File: config.mk
export PLATFORM = sky130hd
export DESIGN_NAME = ddr_rx_deserializer
export DESIGN_NICKNAME = d
export VERILOG_FILES = /design/src/rtl/ddr_rx_deserializer.sv
export SDC_FILE = /design/constraint.sdc
export NUM_CORES = 1
export LEC_CHECK = 0
export ABC_CLOCK_PERIOD_IN_PS = 3700
export BUFFER_PORTS_ARGS = -buffer_cell sky130_fd_sc_hd__buf_2
export CAP_MARGIN = 5
export CELL_PAD_IN_SITES_DETAIL_PLACEMENT = 1
export CELL_PAD_IN_SITES_GLOBAL_PLACEMENT = 1
export CORE_MARGIN = 5
export CORE_UTILIZATION = 31
export DETAILED_ROUTE_END_ITERATION = 7
export PLACE_DENSITY = 0.54
export SKIP_LAST_GASP = 1
export SYNTH_ARGS = -nofsm -noshare
export SYNTH_HDL_FRONTEND = slang
export SYNTH_SLANG_ARGS = --single-unit
File: constraint.sdc
create_clock -name clk -period 3.7 [get_ports clk]
set_clock_uncertainty 0.15 [all_clocks]
set_input_delay 0.74 -clock clk [delete_from_list [all_inputs] [get_ports clk]]
set_output_delay 0.74 -clock clk [all_outputs]
set_load 0.005 [all_outputs]
File: src/rtl/ddr_rx_deserializer.sv
// ddr_rx_deserializer
//   Fabric logic behind an I_DDR capture. Shifts in the two DDR samples per
//   clock and hunts for SYNC_WORD at either bit phase. Once locked, it cuts
//   the stream into WORD_W-bit words and queues them in a small
//   first-word-fall-through FIFO that drains over valid/ready.
//   Optional build macro: DDR_RX_SYNC_STRIP_EN. When it is defined, completed
//   words equal to SYNC_WORD are treated as idle fill and discarded.
module ddr_rx_deserializer #(
    parameter int                WORD_W     = 8,
    parameter int                FIFO_DEPTH = 4,
    parameter logic [WORD_W-1:0] SYNC_WORD  = 8'hA5
) (
    input  logic              clk,
    input  logic              rst,
    input  logic              en,
    input  logic [1:0]        ddr_d,
    input  logic              realign,
    output logic [WORD_W-1:0] word_data,
    output logic              word_valid,
    input  logic              word_ready,
    output logic              locked,
    output logic              overflow
);

    localparam int HALF   = WORD_W / 2;
    localparam int BEAT_W = (HALF > 1) ? $clog2(HALF) : 1;
    localparam int PTR_W  = (FIFO_DEPTH > 1) ? $clog2(FIFO_DEPTH) : 1;
    localparam int CNT_W  = $clog2(FIFO_DEPTH + 1);

    localparam logic [BEAT_W-1:0] BEAT_LAST = BEAT_W'(HALF - 1);
    localparam logic [CNT_W-1:0]  CNT_FULL  = CNT_W'(FIFO_DEPTH);

    localparam logic [0:0] ST_HUNT   = 1'b0;
    localparam logic [0:0] ST_LOCKED = 1'b1;

    logic [0:0]        state;
    logic              phase;          // 0 = EVEN slice, 1 = ODD slice
    logic [BEAT_W-1:0] beat;
    logic [WORD_W:0]   sr;
    logic [WORD_W:0]   sr_next;
    logic [WORD_W-1:0] slice_even;
    logic [WORD_W-1:0] slice_odd;
    logic [WORD_W-1:0] word_cur;
    logic              beat_wrap;
    logic              keep_word;
    logic              word_done;

    // completed word waiting one cycle before it enters the FIFO
    logic              vld_p0;
    logic [WORD_W-1:0] data_p0;

    logic [WORD_W-1:0] mem [FIFO_DEPTH];
    logic [PTR_W-1:0]  wr_ptr;
    logic [PTR_W-1:0]  rd_ptr;
    logic [CNT_W-1:0]  cnt;
    logic              fifo_full;
    logic              fifo_pop;
    logic              fifo_wr;

    // Window update, phase slices and word-completion decode
    always_comb begin
        sr_next    = en ? {sr[WORD_W-2:0], ddr_d[0], ddr_d[1]} : sr;
        slice_even = sr_next[WORD_W-1:0];
        slice_odd  = sr_next[WORD_W:1];
        word_cur   = phase ? slice_odd : slice_even;
        beat_wrap  = en && (state == ST_LOCKED) && (beat == BEAT_LAST);
`ifdef DDR_RX_SYNC_STRIP_EN
        keep_word  = (word_cur != SYNC_WORD);
`else
        keep_word  = 1'b1;
`endif
        word_done  = beat_wrap && keep_word && !realign;
        fifo_full  = (cnt == CNT_FULL);
        fifo_pop   = word_valid && word_ready;
        // realign wins over the pending push; a full FIFO only accepts when it also pops
        fifo_wr    = vld_p0 && !realign && (!fifo_full || fifo_pop);
    end

    assign word_valid = (cnt != '0);
    assign word_data  = word_valid ? mem[rd_ptr] : '0;
    assign locked     = (state == ST_LOCKED);

    // Shift window, hunt/lock state machine and beat counter
    always_ff @(posedge clk or negedge rst) begin
        if (!rst) begin
            sr     <= '0;
            state  <= ST_HUNT;
            phase  <= 1'b0;
            beat   <= '0;
            vld_p0 <= 1'b0;
        end else begin
            sr     <= sr_next;
            vld_p0 <= word_done;
            if (realign) begin
                state <= ST_HUNT;
                beat  <= '0;
            end else if (state == ST_HUNT) begin
                if (en && (slice_even == SYNC_WORD)) begin
                    state <= ST_LOCKED;
                    phase <= 1'b0;
                    beat  <= '0;
                end else if (en && (slice_odd == SYNC_WORD)) begin
                    state <= ST_LOCKED;
                    phase <= 1'b1;
                    beat  <= '0;
                end
            end else if (en) begin
                beat <= (beat == BEAT_LAST) ? '0 : beat + 1'b1;
            end
        end
    end

    // Capture the completed word for the FIFO write one cycle later
    always_ff @(posedge clk) begin
        data_p0 <= word_cur;
    end

    // FIFO storage write port
    always_ff @(posedge clk) begin
        if (fifo_wr) begin
            mem[wr_ptr] <= data_p0;
        end
    end

    // FIFO pointers, occupancy and sticky overflow flag
    always_ff @(posedge clk or negedge rst) begin
        if (!rst) begin
            wr_ptr   <= '0;
            rd_ptr   <= '0;
            cnt      <= '0;
            overflow <= 1'b0;
        end else if (realign) begin
            wr_ptr   <= '0;
            rd_ptr   <= '0;
            cnt      <= '0;
            overflow <= 1'b0;
        end else begin
            if (fifo_wr) begin
                wr_ptr <= wr_ptr + 1'b1;
            end
            if (fifo_pop) begin
                rd_ptr <= rd_ptr + 1'b1;
            end
            if (vld_p0 && fifo_full && !fifo_pop) begin
                overflow <= 1'b1;
            end
            if (fifo_wr && !fifo_pop) begin
                cnt <= cnt + 1'b1;
            end else if (!fifo_wr && fifo_pop) begin
                cnt <= cnt - 1'b1;
            end
        end
    end

endmodule

==> summary.txt, run 1 <==
Run status
  – Status: finished clean

Clock tree
  – CTS tree: built
  – Hold buffer count at cts: 0
  – CTS root buf: clkbuf_8
  – Register clock-pin slew on the reported worst setup and hold paths: 0.07 ns
  – CTS H-tree lvls: 3
  – Resized cells post-CTS: 0
  – Postcts setup bufs: 0
  – TritonCTS Buffers: 9
  – CTS sink cnt: 62
  – Deepest clock path buffer count: 2
  – Skew-Pair Late Insertion Delay: 0.33 ns

Synth
  – Count of unique library cells instantiated by Yosys: 38
  – Syn_nets: 189
  – Sequential share of the synthesized area: 0.634
  – Cell Area, Synth: 2640 um2
  – Mapped Avg Cell Area: 15.0 um2
  – Post-synthesis register bit count: 62
  – Yosys warnings: 0
  – Synth Instances: 176
  – Largest cells by area after synthesis: edfxtp_1 (36%), dfrtp_1 (21%), mux2_2 (8.1%)
  – Share of the synthesized area in the top cell type: 0.364
  – Synth area leader: edfxtp_1

Run
  – Max_cap viols: 0

Global route
  – Vias in the first global route: 1700
  – Met1 Use GR: 0.144
  – First-pass GRT wire length: 8.89 mm
  – Initial antenna violation count: 0
  – Pin count of the biggest net entering global routing: 23
  – GRT Total Usage: 0.115
  – GRT overflow: 0
  – Met2 Usage GRT: 0.188
  – Met3 Usage GRT: 0.0273
  – Most Crowded Layer GR: met2

Power and ir drop
  – Max VDD drop: 161 uV
  – Total power: 1.73 mW
  – Pleak: 1.17 nW
  – PD cells: 566 nW/um2

STA
  – Final hold violations: 0
  – Max Fclk: 351 MHz
  – RSZ-0062 raised after global routing: no
  – Slew at the pin with the worst max-slew slack: 0.623 ns
  – Fin Setup TNS: 0 ns
  – Min Tclk post-route: 2.85 ns
  – Slew margin rel.: 0.585
  – Final setup vio count: 0
  – Slew Limit Fails: 0
  – Tcrit/Tclk final: 0.770

Critical path
  – Worst setup SP type: flop
  – Worst path required time: 2.81 ns
  – Kind of critical path: reg2out
  – Slowest stage delay, CP: 0.74 ns
  – R2R depth: 8
  – Critical path buffers and inverters: 1
  – Crit end category: primary output
  – Critical-path top delay cell: dfrtp_1
  – R2R Setup Slk: 1.00 ns
  – Top delay family on crit path: flip-flops
  – Reg-to-Reg End: cnt[2]
  – Cell Chain, Critical Path: mux4_2, and2_1, buf_2
  – Crit path from: rd_ptr[0]
  – Critical path arrival: 1.96 ns
  – CP max FO: 10
  – Reg2Reg Launch Point: cnt[0]

Finish
  – N_diodes: 0
  – Final Core Density: 0.369
  – Nets: 210
  – Share of cells above drive strength 1: 0.322
  – P&R area growth vs syn: 15.7%

Drt
  – Via density: 4.83
  – Drt wl/cell: 16.9 um
  – Via count: 1483
  – DRC Markers: 0
  – Drt first pass iters: 4
  – Final wirelength: 5.19 mm
  – Antenna viol nets, final: 0
  – Number of DRC markers in iteration 0: 70

Floorplanning
  – Num ports: 18
  – Starting Density: 0.319
  – Die width: 102 um
  – Chip height: 102 um
  – FP Rows: 33
  – Total die area: 10400 um2
  – Core area: 8260 um2

Hold path
  – Hold WC Path Type: in2async

Placement
  – DP HPWL: 3.75 mm
  – RePlAce Congestion: 0.828
  – Port Buf Inserts: 17
state kept, by name, summed over array words and instances (netlist names):
signal / count
cnt: 3
overflow: 1
sr: 9
data_p0: 8
locked: 1
wr_ptr: 2
mem: 32
beat: 2
rd_ptr: 2
phase: 1
vld_p0: 1
worst register-to-register path: cells and delay by family, from the launching register on:
family                   cells  cell delay [ns]
AND/OR/NAND/NOR              5             1.32
AO/OA/AOI/OAI                2             0.28
adder cells (fa/ha/maj)      1             0.42
flip-flops                   1             0.47
layer usage:
metal	up-vias	part of all wire
li1	688	-
met5	-	0
met1	761	0.46
met2	24	0.50
met4	0	0.016
met3	10	0.029
how the worst max path moves through the flow:
stage                        end  slack, ns  depth (start not counted)
floorplan                 cnt[2]       1.02                          7
global placement          cnt[2]       0.80                          8
detailed placement        cnt[2]       0.66                          9
CTS                 word_data[5]       0.80                          3
global route        word_data[5]       0.71                          3
finish              word_data[5]       0.85                          3
synth_stat cells, drive strengths merged:
cell	count
clkbuf	4
buf	3
inv	6
o31ai	3
and2	14
and4b	1
nand3	3
or3	1
a21oi	5
ha	5
mux2	19
fa	1
or3b	1
nor3b	1
o41ai	1
nor2b	2
o31a	1
nand2b	1
a31oi	2
nand2	3
o21ai	2
nor2	15
nor4b	2
and4	2
edfxtp	32
or4b	1
xor2	2
dfrtp	22
nand4b	1
dfxtp	8
mux2i	1
nand3b	1
and4bb	1
xnor2	1
mux4	8
power by group:
part	total [mW]	switching, mW	internal, mW
Clock	0.647	0.273	0.375
Sequential	0.855	0.0656	0.790
Combinational	0.225	0.104	0.122
Total	1.73	0.442	1.29
placed cells by master, fill, tap and decap left out, types with 2 or more instances in the layout:
cell type / count
and2_1: 14
dfrtp_1: 22
inv_1: 6
nor2b_1: 2
dfxtp_1: 8
a31oi_1: 2
o21ai_0: 2
clkbuf_8: 10
buf_2: 17
nand3_1: 3
ha_1: 5
mux2_2: 19
nand2_1: 3
mux4_2: 8
nor2_1: 15
a21oi_1: 5
o31ai_1: 3
xor2_1: 2
clkinv_4: 2
edfxtp_1: 32
logic make-up after synthesis:
family                     Yosys count  synth area share
DFF                                 62             0.634
and+or+nand+nor                     50             0.117
muxes                               28             0.155
AOI/OAI and AO/OA                   14            0.0332
buffers and inverters               13            0.0195
adders and majority gates            6            0.0313
xor gates and xnor gates             3           0.00997
per-stage QoR:
step,setup WS (ns),area (um2),std cells,hold WS [ns]
detailed placement,0.660,2820,291,0.317
floorplan,1.02,2640,176,0.288
finish,0.851,3050,307,0.235
global placement,0.800,2820,291,0.303
CTS,0.796,3050,307,0.238
global route,0.714,3050,307,0.264
area by class of cell:
class | count | area (um2)
repair buffers | 17 | 85.1
inverters | 6 | 22.5
clock buffers | 11 | 163
flip-flops and latches | 62 | 1670
multi-input cells | 101 | 913
well taps | 105 | 131
fillers | 869 | 5210
clock inverters | 5 | 63.8
Note: power is estimated with default switching activity, not from simulation.
==> run 2: changes to the inputs <==
Settings changed: ABC_AREA set to 1, ABC_CLOCK_PERIOD_IN_PS 3700 to 2800, PLACE_DENSITY 0.54 to 0.57.
Clock period 3.7 ns to 2.8 ns, I/O delays scaled along.
==> run 2 against run 1 <==
Clock-buffer cell count shrank 2. Power grew 39%. Die area grew 2.6%. First-iteration DRC count grew 4.3%. Worst setup slack lost 0.48 ns. Final area grew 2.2%. Synthesized area grew 2.8%.
==> summary.txt, run 2 <==
Run status
  – Status: finished clean

Global route
  – Initial antenna violation count: 0
  – First-pass GRT wire length: 10.0 mm
  – Pin count of the biggest net entering global routing: 23
  – Vias in the first global route: 1950
  – GRT Total Usage: 0.118
  – GRT overflow: 0

Critical path
  – Worst setup SP type: flop
  – Crit end category: primary output
  – R2R Setup Slk: 0.85 ns
  – CP max FO: 10
  – Reg2Reg Launch Point: cnt[2]
  – Reg-to-Reg End: mem[0][0]
  – Critical path arrival: 1.72 ns
  – Crit path from: rd_ptr[1]
  – R2R depth: 5
  – Worst setup endpoint: word_data[3]
  – Kind of critical path: reg2out
  – Worst path required time: 2.09 ns

Finish
  – Commonest non-fill, non-tap cells in the layout: nand2_1 (60), nor2_1 (47), edfxtp_1 (32), inv_1 (27), o21ai_0 (27)
  – Nets: 317
  – P&R area growth vs syn: 15.0%
  – Fillers: 1024
  – Share of cells above drive strength 1: 0.155
  – Largest regs: mem (32), sr (9), data_p0 (8)
  – N_diodes: 0
  – Number of flip-flops in the largest register: 32
  – Most common cell after layout, fill and taps aside: nand2_1
  – Biggest register: mem
  – Non-Filler Instances: 417

Synth
  – Post-synth EDFFs: 32
  – Largest cells by area after synthesis: edfxtp_1 (35%), dfrtp_1 (20%), nand2_1 (8.3%)
  – Post-synthesis register bit count: 62
  – Syn_nets: 295
  – Yosys warnings: 0
  – Sequential share of the synthesized area: 0.617
  – Cell Area, Synth: 2710 um2
  – Share of the synthesized area in the top cell type: 0.354
  – Top_reg_cell synth: edfxtp_1
  – Synth async-reset ratio: 0.355
  – List of most frequent post-synthesis cells: nand2_1 (60), nor2_1 (47), edfxtp_1 (32)
  – Most instantiated library cell after synthesis: nand2_1
  – Count of unique library cells instantiated by Yosys: 26
  – Synth Instances: 282
  – Mapped Avg Cell Area: 9.61 um2
  – Synth area leader: edfxtp_1

Drt
  – Met3 WL: 170 um
  – Via count: 1880
  – Drt first pass iters: 4
  – DRC Markers: 0
  – Top sig layer: met4
  – Final wirelength: 5.91 mm
  – Drt wl/cell: 14.2 um
  – Number of DRC markers in iteration 0: 73
  – Via density: 4.51
  – Metal-1 WL: 2.96 mm
  – Antenna viol nets, final: 0
  – Met2 wire len: 2.62 mm

Clock tree
  – CTS sink cnt: 62
  – Hold buffer count at cts: 0
  – CTS tree: built
  – TritonCTS Buffers: 9
  – Postcts setup bufs: 0
  – Resized cells post-CTS: 0
  – Register clock-pin slew on the reported worst setup and hold paths: 0.08 ns
  – Skew-Pair Late Insertion Delay: 0.34 ns
  – CTS root buf: clkbuf_8
  – CTS H-tree lvls: 3
  – Deepest clock path buffer count: 2

Placement
  – RePlAce Congestion: 0.771
  – Port Buf Inserts: 17
  – DP HPWL: 4.40 mm
  – Placed Cells: 401
  – Pre-CTS WS: 0.612 ns

Floorplanning
  – Starting Density: 0.314
  – Total die area: 10700 um2
  – Chip height: 104 um
  – Core area: 8640 um2
  – Die width: 104 um
  – Num ports: 18
  – FP Rows: 34

STA
  – Tcrit/Tclk final: 0.869
  – RSZ-0062 raised after global routing: no
  – Fin Setup TNS: 0 ns
  – Slew Limit Fails: 0
  – Worst setup margin: 0.368 ns
  – Min Tclk post-route: 2.43 ns
  – Final setup vio count: 0
  – Max Fclk: 411 MHz
  – Slew at the pin with the worst max-slew slack: 0.624 ns
  – Slew margin rel.: 0.583
  – Final hold violations: 0

Power and ir drop
  – Total power: 2.40 mW
  – Max VDD drop: 225 uV
  – Pleak: 1.37 nW
  – PD cells: 769 nW/um2

Run
  – Max_cap viols: 0

Hold path
  – Hold WC Path Type: in2async
[run 2: worst min-delay path by stage]
stage / endpoint / slack, ns
floorplan: beat[0] / 0.11
global placement: beat[1] / 0.32
detailed placement: beat[1] / 0.33
CTS: sr[2] / 0.04
global route: sr[8] / 0.06
finish: beat[1] / 0.03
[run 2: report_power, final]
part	internal (mW)	switching, mW
Combinational	0.138	0.257
Sequential	1.03	0.0602
Clock	0.515	0.394
Total	1.69	0.711
[run 2: per-layer routing]
metal,GRT usage,vias up
li1,-,962
met1,0.159,875
met2,0.173,30
met4,0.0694,0
met5,0,-
met3,0.0255,13
[run 2: kinds of logic (layout without fill, tap and decap cells)]
group,count (synthesis),in the layout,share of synthesized area
DFF,62,62,0.617
and+or+nand+nor,135,135,0.214
adders and majority gates,6,6,0.0305
AOI/OAI and AO/OA,43,43,0.0808
buffers and inverters,36,63,0.0581
[run 2: worst max-delay path: stages (launching register included)]
cell and delay [ns]:
dfrtp_1 0.51, clkinv_1 0.32, nor2_1 0.16, o21ai_0 0.10, a21oi_1 0.15, buf_2 0.13
[run 2: layout make-up]
class | instances | area [um2] | area share
tap | 108 | 135 | 0.0433
inverter | 29 | 109 | 0.0349
timing repair buffer | 18 | 92.6 | 0.0297
clock inverter | 7 | 104 | 0.0333
sequential | 62 | 1670 | 0.536
multi-input combinational | 184 | 882 | 0.283
clock buffer | 9 | 124 | 0.0397
[run 2: stage by stage]
| stage | area (um2) | util | hold WS [ns] |
|---|---|---|---|
| finish | 3120 | 0.361 | 0.0346 |
| global route | 3120 | 0.361 | 0.0625 |
| CTS | 3120 | 0.361 | 0.0406 |
| detailed placement | 2890 | 0.335 | 0.328 |
| global placement | 2890 | 0.335 | 0.315 |
| floorplan | 2710 | - | 0.114 |
